<file path="config.mk">
export PLATFORM = sky130hd
export DESIGN_NAME = icache_fill_ctrl
export DESIGN_NICKNAME = d
export VERILOG_FILES = /design/src/rtl/icache_pkg.sv /design/src/rtl/icache_line_buf.sv /design/src/rtl/icache_fill_ctrl.sv
export SDC_FILE = /design/constraint.sdc
export NUM_CORES = 1
export LEC_CHECK = 0
export ABC_AREA = 1
export CORE_AREA = 2 2 176 178
export CTS_CLUSTER_DIAMETER = 30
export CTS_CLUSTER_SIZE = 30
export DETAILED_ROUTE_END_ITERATION = 16
export DIE_AREA = 0 0 178 180
export GPL_TIMING_DRIVEN = 1
export PLACE_DENSITY = 0.67
export SETUP_SLACK_MARGIN = 0.4
export SLEW_MARGIN = 20
export SYNTH_ARGS = -nofsm -noshare
export SYNTH_HDL_FRONTEND = slang
export SYNTH_HIERARCHICAL = 1
export SYNTH_SLANG_ARGS = --single-unit
</file>
<file path="constraint.sdc">
create_clock -name clk -period 6.9 [get_ports clk]
set_clock_uncertainty 0.2 [all_clocks]
set_input_delay 2.07 -clock clk [delete_from_list [all_inputs] [get_ports clk]]
set_output_delay 2.07 -clock clk [all_outputs]
set_load 0.02 [all_outputs]
</file>
<file path="src/rtl/icache_pkg.sv">
// Shared types for the I-cache line-fill controller: FSM state encoding and
// the byte-offset width of a cache line.
package icache_pkg;

    typedef enum logic [2:0] {
        INIT,
        CHECK,
        REQ,
        FETCH,
        FILL
    } state_t;

    function automatic int off_w(input int line_words, input int data_w);
        return $clog2(line_words) + $clog2(data_w / 8);
    endfunction

endpackage

</file>
<file path="src/rtl/icache_line_buf.sv">
// Line buffer: collects memory beats in ascending word order and flags the final beat.
// The write is one cycle after the beat. No backpressure: every valid beat is stored.
module icache_line_buf #(
    parameter int DATA_W     = 32,
    parameter int LINE_WORDS = 8
) (
    input  logic                         clk,
    input  logic                         reset,
    input  logic                         i_start,
    input  logic                         i_beat_vld,
    input  logic [DATA_W-1:0]            i_beat_dat,
    output logic [LINE_WORDS*DATA_W-1:0] o_line,
    output logic                         o_last
);

    localparam int CNT_W = $clog2(LINE_WORDS);

    logic [CNT_W-1:0]  r_cnt;
    logic [DATA_W-1:0] r_words [LINE_WORDS];

    // The counter is a power-of-two width, so it wraps back to 0 after the last word.
    always_ff @(posedge clk) begin
        if (reset) begin
            r_cnt <= '0;
        end else if (i_start) begin
            r_cnt <= '0;
        end else if (i_beat_vld) begin
            r_cnt <= r_cnt + CNT_W'(1);
        end
    end

    always_ff @(posedge clk) begin
        if (i_beat_vld) begin
            r_words[r_cnt] <= i_beat_dat;
        end
    end

    assign o_last = i_beat_vld && (r_cnt == CNT_W'(LINE_WORDS - 1));

    for (genvar k = 0; k < LINE_WORDS; k++) begin : g_line
        assign o_line[k*DATA_W +: DATA_W] = r_words[k];
    end

endmodule

</file>
<file path="src/rtl/icache_fill_ctrl.sv">
// I-cache miss/line-fill controller. Fetch stalls while a line burst is gathered and written in one cycle.
// A flush is deferred until any fill finishes. Optional perf counters are enabled by `ICACHE_PERF_EN.
module icache_fill_ctrl
    import icache_pkg::*;
#(
    parameter int ADDR_W     = 32,
    parameter int DATA_W     = 32,
    parameter int LINE_WORDS = 8
) (
    input  logic                         clk,
    input  logic                         reset,
    input  logic                         cpu_re,
    input  logic [ADDR_W-1:0]            cpu_addr,
    input  logic                         hit,
    input  logic                         flush,
    output logic                         stall,
    output logic                         clr,
    output logic                         mm_req,
    output logic [ADDR_W-1:0]            mm_addr,
    input  logic                         mm_ready,
    input  logic                         mm_valid,
    input  logic [DATA_W-1:0]            mm_data,
    output logic                         fill_we,
    output logic [ADDR_W-1:0]            fill_addr,
    output logic [LINE_WORDS*DATA_W-1:0] fill_line,
    output logic [31:0]                  hit_cnt,
    output logic [31:0]                  miss_cnt
);

    localparam int OFF = off_w(LINE_WORDS, DATA_W);
    localparam logic [ADDR_W-1:0] LINE_MASK = {{(ADDR_W-OFF){1'b1}}, {OFF{1'b0}}};

    state_t            r_state;
    state_t            w_state_nxt;
    logic              r_flush_pend;
    logic              w_flush_pend_nxt;
    logic [ADDR_W-1:0] r_miss_addr;
    logic              w_miss;
    logic              w_start;
    logic              w_beat_vld;
    logic              w_last;

    assign w_miss     = cpu_re & ~hit;
    assign w_beat_vld = mm_valid & (r_state == FETCH);

    always_comb begin
        w_state_nxt      = r_state;
        w_flush_pend_nxt = r_flush_pend;
        w_start          = 1'b0;
        stall            = 1'b1;
        clr              = 1'b0;
        mm_req           = 1'b0;
        fill_we          = 1'b0;
        case (r_state)
            INIT: begin
                clr         = 1'b1;
                w_state_nxt = CHECK;
            end
            CHECK: begin
                stall = w_miss;
                if (flush) begin
                    w_state_nxt = INIT;
                end else if (w_miss) begin
                    w_state_nxt = REQ;
                end
            end
            REQ: begin
                mm_req = 1'b1;
                if (flush) w_flush_pend_nxt = 1'b1;
                if (mm_ready) begin
                    w_start     = 1'b1;
                    w_state_nxt = FETCH;
                end
            end
            FETCH: begin
                if (flush) w_flush_pend_nxt = 1'b1;
                if (w_last) w_state_nxt = FILL;
            end
            FILL: begin
                fill_we = 1'b1;
                // A flush arriving in the write cycle itself is honoured right away.
                if (r_flush_pend || flush) begin
                    w_flush_pend_nxt = 1'b0;
                    w_state_nxt      = INIT;
                end else begin
                    w_state_nxt = CHECK;
                end
            end
            default: w_state_nxt = INIT;
        endcase
        if (reset) begin
            stall   = 1'b1;
            clr     = 1'b1;
            mm_req  = 1'b0;
            fill_we = 1'b0;
        end
    end

    always_ff @(posedge clk) begin
        if (reset) begin
            r_state      <= INIT;
            r_flush_pend <= 1'b0;
        end else begin
            r_state      <= w_state_nxt;
            r_flush_pend <= w_flush_pend_nxt;
        end
    end

    always_ff @(posedge clk) begin
        if (reset) begin
            r_miss_addr <= '0;
        end else if (r_state == CHECK && w_miss) begin
            r_miss_addr <= cpu_addr & LINE_MASK;
        end
    end

    icache_line_buf #(
        .DATA_W     (DATA_W),
        .LINE_WORDS (LINE_WORDS)
    ) u_line_buf (
        .clk        (clk),
        .reset      (reset),
        .i_start    (w_start),
        .i_beat_vld (w_beat_vld),
        .i_beat_dat (mm_data),
        .o_line     (fill_line),
        .o_last     (w_last)
    );

    assign mm_addr   = r_miss_addr;
    assign fill_addr = r_miss_addr;

`ifdef ICACHE_PERF_EN
    logic [31:0] r_hit_cnt;
    logic [31:0] r_miss_cnt;

    always_ff @(posedge clk) begin
        if (reset) begin
            r_hit_cnt  <= '0;
            r_miss_cnt <= '0;
        end else begin
            if (r_state == CHECK && cpu_re && hit && r_hit_cnt != '1) begin
                r_hit_cnt <= r_hit_cnt + 32'd1;
            end
            if (r_state == CHECK && w_state_nxt == REQ && r_miss_cnt != '1) begin
                r_miss_cnt <= r_miss_cnt + 32'd1;
            end
        end
    end

    assign hit_cnt  = r_hit_cnt;
    assign miss_cnt = r_miss_cnt;
`else
    assign hit_cnt  = '0;
    assign miss_cnt = '0;
`endif

endmodule

</file>
Word level (Yosys, flattened, before mapping)

Memories as Yosys holds them, arrays and structs flattened.
Cells that the tools add are included.

Bits in registers: 34
Bits in writable memories: 256
Bits of input ports: 71
Output and inout bits: 388
Logic and storage cells: 49
Memories kept: 1

Memory list:

| name               | depth | bits a word | rd ports | clocked after memory_dff | wr ports | line                  | RTL |
|---|---|---|---|---|---|---|---|
| u_line_buf.r_words | 8     | 32          | 8        | 0                        | 1        | icache_line_buf.sv:19 | `logic [DATA_W-1:0] r_words [LINE_WORDS];` |

$add $sub $neg: 1
Equality and inequality tests: 10
Mux-type cells: 21
Bitwise gates (word level): 3
Reductions and logical operators: 9

Operators by type and width:

| cell                                          | count |
|---|---|
| two-way mux 1 bit                             | 15 |
| case mux 3 bit (5 select lines)               | 1 |
| two-way mux 3 bit                             | 4 |
| == test 3 x 2 -> 1 bit, second input constant | 2 |
| == test 3 bit, second input constant          | 2 |
| AND reduction 3 bit                           | 2 |
| != test 2 x 1 -> 1 bit, second input constant | 2 |
| != test 2 bit, second input constant          | 2 |
| OR reduction 2 bit                            | 2 |
| adder 3 x 1 -> 3 bit, second input constant   | 1 |
| == test 3 x 1 -> 1 bit, second input constant | 1 |
| zero test 3 bit                               | 1 |
| != test 3 bit, second input constant          | 1 |
| bitwise AND 1 bit                             | 2 |
| logical AND 1 bit                             | 2 |
| case mux 1 bit (2 select lines)               | 1 |
| nonzero test 2 bit                            | 1 |
| logical OR 1 bit                              | 1 |
| inverter 1 bit                                | 1 |

Logic depth before layout (Yosys ltp)

Depth in word-level cells: 5
Depth in mapped cells: 12
Depth with buffers taken out: 10

Cells and area by module

The synthesis kept the hierarchy.

Modules (own cells, without submodules):

| module           | instances | cells each | area an instance (µm²) | seq. area each (µm²) |
|---|---|---|---|---|
| icache_line_buf  | 1         | 297        | 7,932.6                | 7,747.4 |
| icache_fill_ctrl | 1         | 269        | 2,072.0                | 620.6 |

Least setup slack after synthesis

Ideal clock, no wire load.

Kind: input to output
Start point: in reset
End point: out fill_we
Data arrival time: 2,697 ps
Required time: 4,630 ps
Path slack: 1,933 ps
Cell stages on the path: 1
Buffers on the path: 0
Cells stage by stage: nor4_1

Cells in the longest elaborated chain, start to end: 1

Ends and longest elaborated chain:

| item              | line                   | RTL |
|---|---|---|
| from (decl)       | icache_fill_ctrl.sv:11 | `input logic reset,` |
| two-way mux 1 bit | icache_fill_ctrl.sv:91 | `if (reset) begin` |
| to (decl)         | icache_fill_ctrl.sv:23 | `output logic fill_we,` |

No other way between the ends.

Final worst setup path

Start point: in reset
End point: out clr

Cells in the longest elaborated chain, start to end: 1

Ends and longest elaborated chain:

| item              | line                   | RTL |
|---|---|---|
| two-way mux 1 bit | icache_fill_ctrl.sv:91 |  |
| to (decl)         | icache_fill_ctrl.sv:17 | `output logic clr,` |

No other way between the ends.

==> out/metrics.yaml <==
p_leak_nw: 5.69
peakVddDrop_uv: 168
nFillCells: 2494
async_reset_ff_share_pct: 0
r2r_end: "u_line_buf/r_words[4][12]"
worstMarginPinSlew_ns: 0.748
dr_wl_met3_um: 2680
cts_tree: "yes"
dieArea_um2: 32000
drt_wl_total_um: 24900
cp_common_cell: "clkdlybuf4s50_1"
drt_first_pass_iters: 4
ios: 459
rsz0062_at_grt: "false"
vias_per_cell: 4.13
post_cts_resized: 0
synth_edf_count: 256
reg2reg_from: "r_state[1]"
clockRootBuffer: "clkbuf_16"
cap_viol_max_count: 0
htree_num_levels: 2
worstSetupStartpoint: "reset"
yosysSeqAreaShare_pct: 83.6
synth_flop_cell: "edfxtp_1"
crit_family: "buffers and inverters"
slew_violations: 0
required_ns: 4.63
grt_pass1_wl_um: 35700
cts.clk_slew.worst_paths_ns: 0.04
setup_tns_ns: 0
antennaDiodeCount: 0
placed_cell_area_um2: 13900
syn-cell-area_um2: 10000
worstPathArrival_ns: 3.78
yosysUniqueCellTypes: 28
path_buf_inv: 4
place.gp.congestion: 0.756
multi_input_comb_area_um2: 1070
drtIter0Drc: 332
grt_pass1_vias: 5777
grt_remaining_overflow: 0
outcome: "complete, no violations"
rr_worst_depth: 6
post-synth-top-count-cell: "edfxtp_1"
cts_inserted_buffers: 55
fin_crit_sh_pct: 87.7
r2r_slack_ns: 4.12
yosysTopAreaCell: "edfxtp_1"
ant_nets: 0
ys_ff_latch: 290
vias: 5844
hold_path.class: "reg2reg"
drive_gt1_share_pct: 14.7
power_per_cell_area_nw_per_um2: 313
post_cts_buffers: 0
num_rows: 64
max_freq_ghz: 0.165
critical-path-max-stage-delay_ns: 0.63
dieHeight_um: 180
pre_cts_slack_ns: 0.834
max-slew-margin-rel_pct: 50.0
placed_cells: 1311
dp_hpwl_um: 17300
final_core_util_pct: 52.7
wl_met2_um: 12800
synth_common_cells: "256 x edfxtp_1, 101 x buf_4, 57 x nor2_1, 34 x dfxtp_1, 22 x nand2_1"
grt_usage_pct: 15.0
drc_errors: 0
ys_top_cells_by_area: "edfxtp_1 77%, buf_4 7.6%, dfxtp_1 6.8%, nor2_1 2.1%, nor2_2 1.3%"
grt_start_max_net_pins: 33
synthCells: 566
cts_sinks: 290
holdBufCountCts: 0
min_to: "r_flush_pend"
start_util_pct: 33.1
crit_path_cell_trace: "clkdlybuf4s50_1, inv_1, buf_4, nand2_1, clkdlybuf4s50_1"
fin_nets: 1047
wl_per_cell_um: 17.6
finalHoldViolations: 0
io_buffer_count: 379
avgSynthCellArea_um2: 17.7
synth_top_area_share_pct: 76.8
setup_violations: 0
clk_latency_ns: 0.54
yosysWarnings: 6
crit_type: "in2out"
core_region_area_um2: 30200
top_layer: "met4"
fin_area_um2: 15900
crit_path_end_kind: "primary output"
wl_met1_um: 8780
startpoint_type: "primary input"
seq_area_um2: 8370
critPathSlowestCell: "clkdlybuf4s50_1"
hold_depth: 2
fin_ws_ns: 0.851
cp_max_fo: 28
die_x_um: 178
area_growth_pct: 59.0
min_from: "r_flush_pend"
cts.path.max_buffers: 3
min_period_ns: 6.05
antenna_found_initial: 0
final_cells: 1416
worst min-delay path, delay by kind of cell, from the launching register on:
kind            cells  cell delay [ns]
buf+inv             1             0.07
compound gates      1             0.07
flops               1             0.29
registers in the layout, indices dropped and copies added, names as in the netlist:
signal	cells
fill_addr	27
r_flush_pend	1
r_state	3
u_line_buf/r_cnt	3
u_line_buf/r_words	256
worst max path at each step:
stage | end | slack (ns) | cells after the start
final | clr | 0.85 | 5
after global routing | clr | 0.78 | 5
after CTS | clr | 0.82 | 5
after detailed placement | clr | 0.83 | 5
after global placement | clr | 0.87 | 5
after floorplan | fill_we | 1.93 | 1
layout by cell type, fill, tap and decap left out, types with 8 or more instances in the layout:
cell,instances
nor2_4,9
edfxtp_1,256
dfxtp_1,34
clkinvlp_4,8
inv_1,13
inv_6,11
nand2_1,22
nor2_2,21
o21ai_0,15
clkdlybuf4s50_1,379
clkbuf_16,56
nor2_1,49
conb_1,74
o21ai_1,12
layout make-up:
type,instances,share of cell area [%]
Clock inverter,46,3.63
Tap cell,396,3.12
Inverter,16,0.393
Multi-Input combinational cell,222,6.70
Timing Repair Buffer,389,24.7
Clock buffer,57,8.84
Sequential cell,290,52.6
stage by stage:
step / hold WS [ns] / total power, mW
3_5_place_dp: 0.280 / 2.26
6_report: 0.286 / 4.99
2_1_floorplan: 0.238 / 2.17
3_3_place_gp: 0.271 / 2.26
5_1_grt: 0.307 / 5.14
4_1_cts: 0.286 / 5.04
layer usage:
layer  vias to the layer above  track usage, %
met5                         -               0
met4                         0            4.79
met3                        47            5.75
met2                       359            26.7
met1                      2754            16.2
li1                       2684               -
kinds of logic (layout without fill, tap and decap cells):
family	after synthesis	after routing	synth area share, %
buf+inv	127	508	9.04
other cells	1	74	0.0375
compound gates	32	32	1.64
simple gates	114	114	5.39
fa+ha+maj	2	2	0.250
flops	290	290	83.6
power by group:
part | leakage, nW | internal [mW] | switching [mW]
clock | 0.948 | 1.79 | 0.963
combinational | 2.16 | 0.107 | 0.165
sequential | 2.58 | 1.94 | 0.0208
Power figures use the tool's default switching activity.
